File: src/rtl/nibble_add_seq_if.sv
// nibble_add_seq_if: request/operand/result bundle shared by requesters and the nibble adder
interface nibble_add_seq_if #(parameter int NIB = 4);
  logic [1:0] req;
  logic [4*NIB-1:0] a0, b0, a1, b1, sum;
  logic busy, gnt_id, done, cout;
  modport master(output req, a0, b0, a1, b1, input busy, gnt_id, done, sum, cout);
  modport slave(input req, a0, b0, a1, b1, output busy, gnt_id, done, sum, cout);
endinterface

File: src/rtl/nibble_add_seq.sv
// nibble_add_seq: two-requester round-robin W-bit adder built from one time-multiplexed nibble adder
module nibble_add_seq #(parameter int NIB = 4) (
  input logic clk,
  input logic rst_n,
  nibble_add_seq_if.slave bus
);
  localparam int W = 4 * NIB;
  localparam int IW = NIB > 1 ? $clog2(NIB) : 1;
  typedef enum logic [1:0] {IDLE, RUN, DONE} state_t;
  state_t state;
  logic [W-1:0] ra, rb, acc, acc_nxt;
  logic [IW-1:0] idx;
  logic carry, ptr, g;
  logic [4:0] nsum;
  assign g = &bus.req ? ptr : bus.req[1];
  assign nsum = {1'b0, ra[{idx, 2'b00} +: 4]} + {1'b0, rb[{idx, 2'b00} +: 4]} + {4'b0, carry};
  assign bus.busy = state != IDLE;
  // partial results build up here so sum only ever shows complete additions
  always_comb begin
    acc_nxt = acc;
    acc_nxt[{idx, 2'b00} +: 4] = nsum[3:0];
  end
  always_ff @(posedge clk or negedge rst_n) begin
    if (!rst_n) begin
      state <= IDLE;
      ra <= '0;
      rb <= '0;
      acc <= '0;
      idx <= '0;
      carry <= 1'b0;
      ptr <= 1'b0;
      bus.gnt_id <= 1'b0;
      bus.done <= 1'b0;
      bus.sum <= '0;
      bus.cout <= 1'b0;
    end else begin
      case (state)
        IDLE: if (|bus.req) begin
          ra <= g ? bus.a1 : bus.a0;
          rb <= g ? bus.b1 : bus.b0;
          carry <= 1'b0;
          idx <= '0;
          ptr <= ~g;
          bus.gnt_id <= g;
          state <= RUN;
        end
        RUN: begin
          acc <= acc_nxt;
          carry <= nsum[4];
          idx <= idx + 1'b1;
          if (idx == IW'(NIB - 1)) begin
            bus.sum <= acc_nxt;
            bus.cout <= nsum[4];
            bus.done <= 1'b1;
            state <= DONE;
          end
        end
        default: begin
          bus.done <= 1'b0;
          state <= IDLE;
        end
      endcase
    end
  end
endmodule

File: src/flat_wrapper.sv
// flat-port wrapper written by rule: the top's interface ports become plain ports
module nibble_add_seq_flat 
#(parameter int NIB = 4)
  (clk, rst_n, bus_req, bus_a0, bus_b0, bus_a1, bus_b1, bus_busy, bus_gnt_id, bus_done, bus_sum, bus_cout);
  nibble_add_seq_if #(.NIB(NIB)) bus_i ();
  input logic clk;
  input logic rst_n;
  input wire logic [$bits(bus_i.req)-1:0] bus_req;
  input wire logic [$bits(bus_i.a0)-1:0] bus_a0;
  input wire logic [$bits(bus_i.b0)-1:0] bus_b0;
  input wire logic [$bits(bus_i.a1)-1:0] bus_a1;
  input wire logic [$bits(bus_i.b1)-1:0] bus_b1;
  output wire logic [$bits(bus_i.busy)-1:0] bus_busy;
  output wire logic [$bits(bus_i.gnt_id)-1:0] bus_gnt_id;
  output wire logic [$bits(bus_i.done)-1:0] bus_done;
  output wire logic [$bits(bus_i.sum)-1:0] bus_sum;
  output wire logic [$bits(bus_i.cout)-1:0] bus_cout;
  assign bus_i.req = bus_req;
  assign bus_i.a0 = bus_a0;
  assign bus_i.b0 = bus_b0;
  assign bus_i.a1 = bus_a1;
  assign bus_i.b1 = bus_b1;
  assign bus_busy = bus_i.busy;
  assign bus_gnt_id = bus_i.gnt_id;
  assign bus_done = bus_i.done;
  assign bus_sum = bus_i.sum;
  assign bus_cout = bus_i.cout;
  nibble_add_seq #(.NIB(NIB)) u_core (.clk(clk), .rst_n(rst_n), .bus(bus_i));
endmodule
File: config.mk
export PLATFORM = sky130hd
export DESIGN_NAME = nibble_add_seq_flat
export DESIGN_NICKNAME = d
export VERILOG_FILES = /design/src/rtl/nibble_add_seq_if.sv /design/src/rtl/nibble_add_seq.sv /design/src/flat_wrapper.sv
export SDC_FILE = /design/constraint.sdc
export NUM_CORES = 1
export LEC_CHECK = 0
export BUFFER_PORTS_ARGS = -buffer_cell sky130_fd_sc_hd__buf_2
export CAP_MARGIN = 10
export CORE_MARGIN = 8
export CORE_UTILIZATION = 23
export CTS_CLUSTER_DIAMETER = 50
export CTS_CLUSTER_SIZE = 14
export DETAILED_ROUTE_END_ITERATION = 12
export PLACE_DENSITY = 0.48
export REMOVE_ABC_BUFFERS = 1
export SYNTH_ARGS = -nofsm -noshare
export SYNTH_HDL_FRONTEND = slang
export SYNTH_SLANG_ARGS = --single-unit
File: constraint.sdc
create_clock -name clk -period 5.1 [get_ports clk]
set_clock_uncertainty 0.15 [all_clocks]
set_input_delay 0.765 -clock clk [delete_from_list [all_inputs] [get_ports clk]]
set_output_delay 0.765 -clock clk [all_outputs]
set_load 0.02 [all_outputs]
==> results.tsv <==
metric	value	unit
status	completed	
FF-to-FF path depth	6	
WS Path Type	reg2reg	
Synth Flop Type	dfrtp_1	
gr usage total	10.2	%
Arr. time, crit path	3.24	ns
ANT cells	0	
Hold Crit Start	u_core.bus.gnt_id$_DFFE_PN0P_	
Multi-input gate area	1340	um2
synth top area cells	dfrtp_1 (53%), a222oi_1 (9.4%), mux4_2 (5.3%), inv_1 (4.9%), ha_1 (3.3%)	
syn_area_per_cell	11.6	um2
reg2reg start	u_core.idx[0]$_DFFE_PN0P_	
clock buffer count from CTS	9	
Synth cell types	32	
r2r setup slk	1.94	ns
gr ovfl total	0	
Die X	138	um
# IOs	88	
Wirelength per Cell	16.8	um
Rel. slew slack	19.4	%
R2R Path End	u_core.acc[3]$_DFFE_PN0P_	
RSZ-0062 raised after global routing	no	
Post-synth EDFFs	0	
synthesized area	3420	um2
mux contribution to synthesized area	5.26	%
first-pass GRT wire length	15700	um
busiest grt layer	met2	
crit path capture type	flop	
final RePlAce weighted congestion	0.771	
H-tree levels	3	
Area growth, synth to finish	25.4	%
Startpoint Class	flop	
largest net degree at the start of global routing	74	
post-layout net count	453	
root buffer cell	clkbuf_16	
Setup TNS	0	ns
post-synthesis xor/xnor area fraction	0.256	%
die height	138	um
hold slack final	0.334	ns
CTS Buffer Depth	2	
async set-or-reset flop fraction in the synthesized netlist	100	%
DP HPWL	6910	um
initial antenna violation count	0	
leakage	2.14	nW
clk sinks	73	
# setup viols final	0	
Synth Area in Simple Gates	8.48	%
Yosys Warn Count	0	
peak supply drop	247	uV
Max Cap Viol	0	
HP Class	reg2reg	
Compound-Gate Fraction of Synth Area	20.5	%
share of the synthesized area in the top cell type	53.3	%
clk slew on worst S/H paths	0.06	ns
met3 Use GR	3.66	%
min cycle time layout	3.16	ns
filler cell count	1570	
commonest non-fill, non-tap cell in the layout	buf_2	
pre-CTS setup slack	1.87	ns
post-detailed-route DRC marker count	0	
Core Area	14500	um2
main combinational cell family by area after synthesis	compound AO/OA/AOI/OAI gates	
worst slew pin tran	1.21	ns
CP required	5.17	ns
setup ws final	1.94	ns
DR vias/cell	4.71	
GR Util met1	13.2	%
Detailed Route WL	9430	um
PwrDens	744	nW/um2
fin crit share	62.0	%
commonest cells after routing, fill and taps aside	buf_2 (86), dfrtp_1 (73), inv_1 (45)	
Post-CTS Setup Repair Bufs	0	
register area share after synthesis	53.3	%
hold buffer count at CTS	0	
Fmax	316	MHz
Slew Viols, Final	0	
DRT iter0 DRCs	236	
Hold Path End	u_core.bus.gnt_id$_DFFE_PN0P_	
IO Port Bufs	87	
Clk Latency, worst-skew pair	0.34	ns
number of placement rows	44	
met2 Usage GRT	15.4	%
DR vias	2651	
Adder-Cell Fraction of Synth Area	4.46	%
leading area contributor after synthesis	dfrtp_1	
final hold viol count	0	
CTS tree	built	
Initial Utilization	23.6	%
Seq. cell area	1830	um2
Hold Path Depth	1	
Syn Inst Count	295	
post-route ant nets	0	
Inst Count DP	547	
vias in the first global route	2930	
Die Area	19000	um2
DR pass1 iterations	9	
Final Non-Filler Cells	563	
critical-path maximum fanout	16	
# resized after CTS	0	
Seq cells post-synth	73	
share of cells above drive strength 1	31.1	%
layer usage:
layer	vias up	share of wire, %
met5	-	0
met4	0	1.4
met3	12	4.9
met2	73	46
met1	1293	48
li1	1273	-
critical path, cell delays in order, from the launching register on:
cell,delay [ns]
dfrtp_1,0.85
mux4_2,0.61
fa_1,0.42
and3_1,0.19
or3_4,0.40
and2_4,0.19
a32o_1,0.24
area by class of cell:
type                    instances  share of cell area [%]
well taps                     184                    5.36
repair buffers                 87                    10.2
inverters                      46                    4.02
clock inverters                 4                   0.612
clock buffers                  12                    5.97
multi-input cells             157                    31.3
flip-flops and latches         73                    42.5
synth_stat cells (2+ instances only):
library cell	number
a21o_1	4
a21oi_1	5
a221oi_1	12
a222oi_1	32
a22o_1	8
a32o_1	8
a32oi_1	4
and3_1	3
buf_2	11
clkbuf_1	6
dfrtp_1	73
fa_1	2
ha_1	9
inv_1	45
mux4_2	8
nand2_1	11
nand2b_1	2
nand3_1	3
nor2_1	30
nor3_2	2
o21ai_0	5
o21ai_1	2
flip-flops by register name, summed over array words and instances, names as in the netlist:
signal             count
u_core.acc            16
u_core.bus.cout        1
u_core.bus.done        1
u_core.bus.gnt_id      1
u_core.bus.sum        16
u_core.carry           1
u_core.idx             2
u_core.ptr             1
u_core.ra             16
u_core.rb             16
u_core.state           2
power breakdown:
group	switching, W	total (W)	internal, W
Sequential	0.000193	0.00104	0.000844
Clock	0.000242	0.000598	0.000356
Combinational	0.000928	0.00156	0.000631
Total	0.00136	0.00319	0.00183
worst max path at each step:
stage	start	endpoint	cells after the start
after floorplan	u_core.idx[0]$_DFFE_PN0P_	u_core.acc[11]$_DFFE_PN0P_	6
after global placement	u_core.idx[0]$_DFFE_PN0P_	u_core.acc[7]$_DFFE_PN0P_	6
after detailed placement	u_core.idx[0]$_DFFE_PN0P_	u_core.acc[3]$_DFFE_PN0P_	6
after CTS	u_core.idx[0]$_DFFE_PN0P_	u_core.acc[3]$_DFFE_PN0P_	6
after global routing	u_core.idx[0]$_DFFE_PN0P_	u_core.bus.sum[10]$_DFFE_PN0P_	7
final	u_core.idx[0]$_DFFE_PN0P_	u_core.acc[3]$_DFFE_PN0P_	6
stage by stage:
stage	instance area (um2)	util (%)	power, W
after floorplan	3330	-	0.00212
after global placement	4010	27.6	0.00261
after detailed placement	4010	27.6	0.00264
after CTS	4290	29.5	0.00325
after global routing	4290	29.5	0.00347
final	4290	29.5	0.00319
kinds of logic (layout without fill, tap and decap cells):
group                      Yosys count  after routing
muxes                                8              8
buffers and inverters               65            149
AOI/OAI and AO/OA                   80             80
DFF                                 73             73
xor gates and xnor gates             1              1
and+or+nand+nor                     57             57
adders and majority gates           11             11
(Power assumes the default switching activity.)
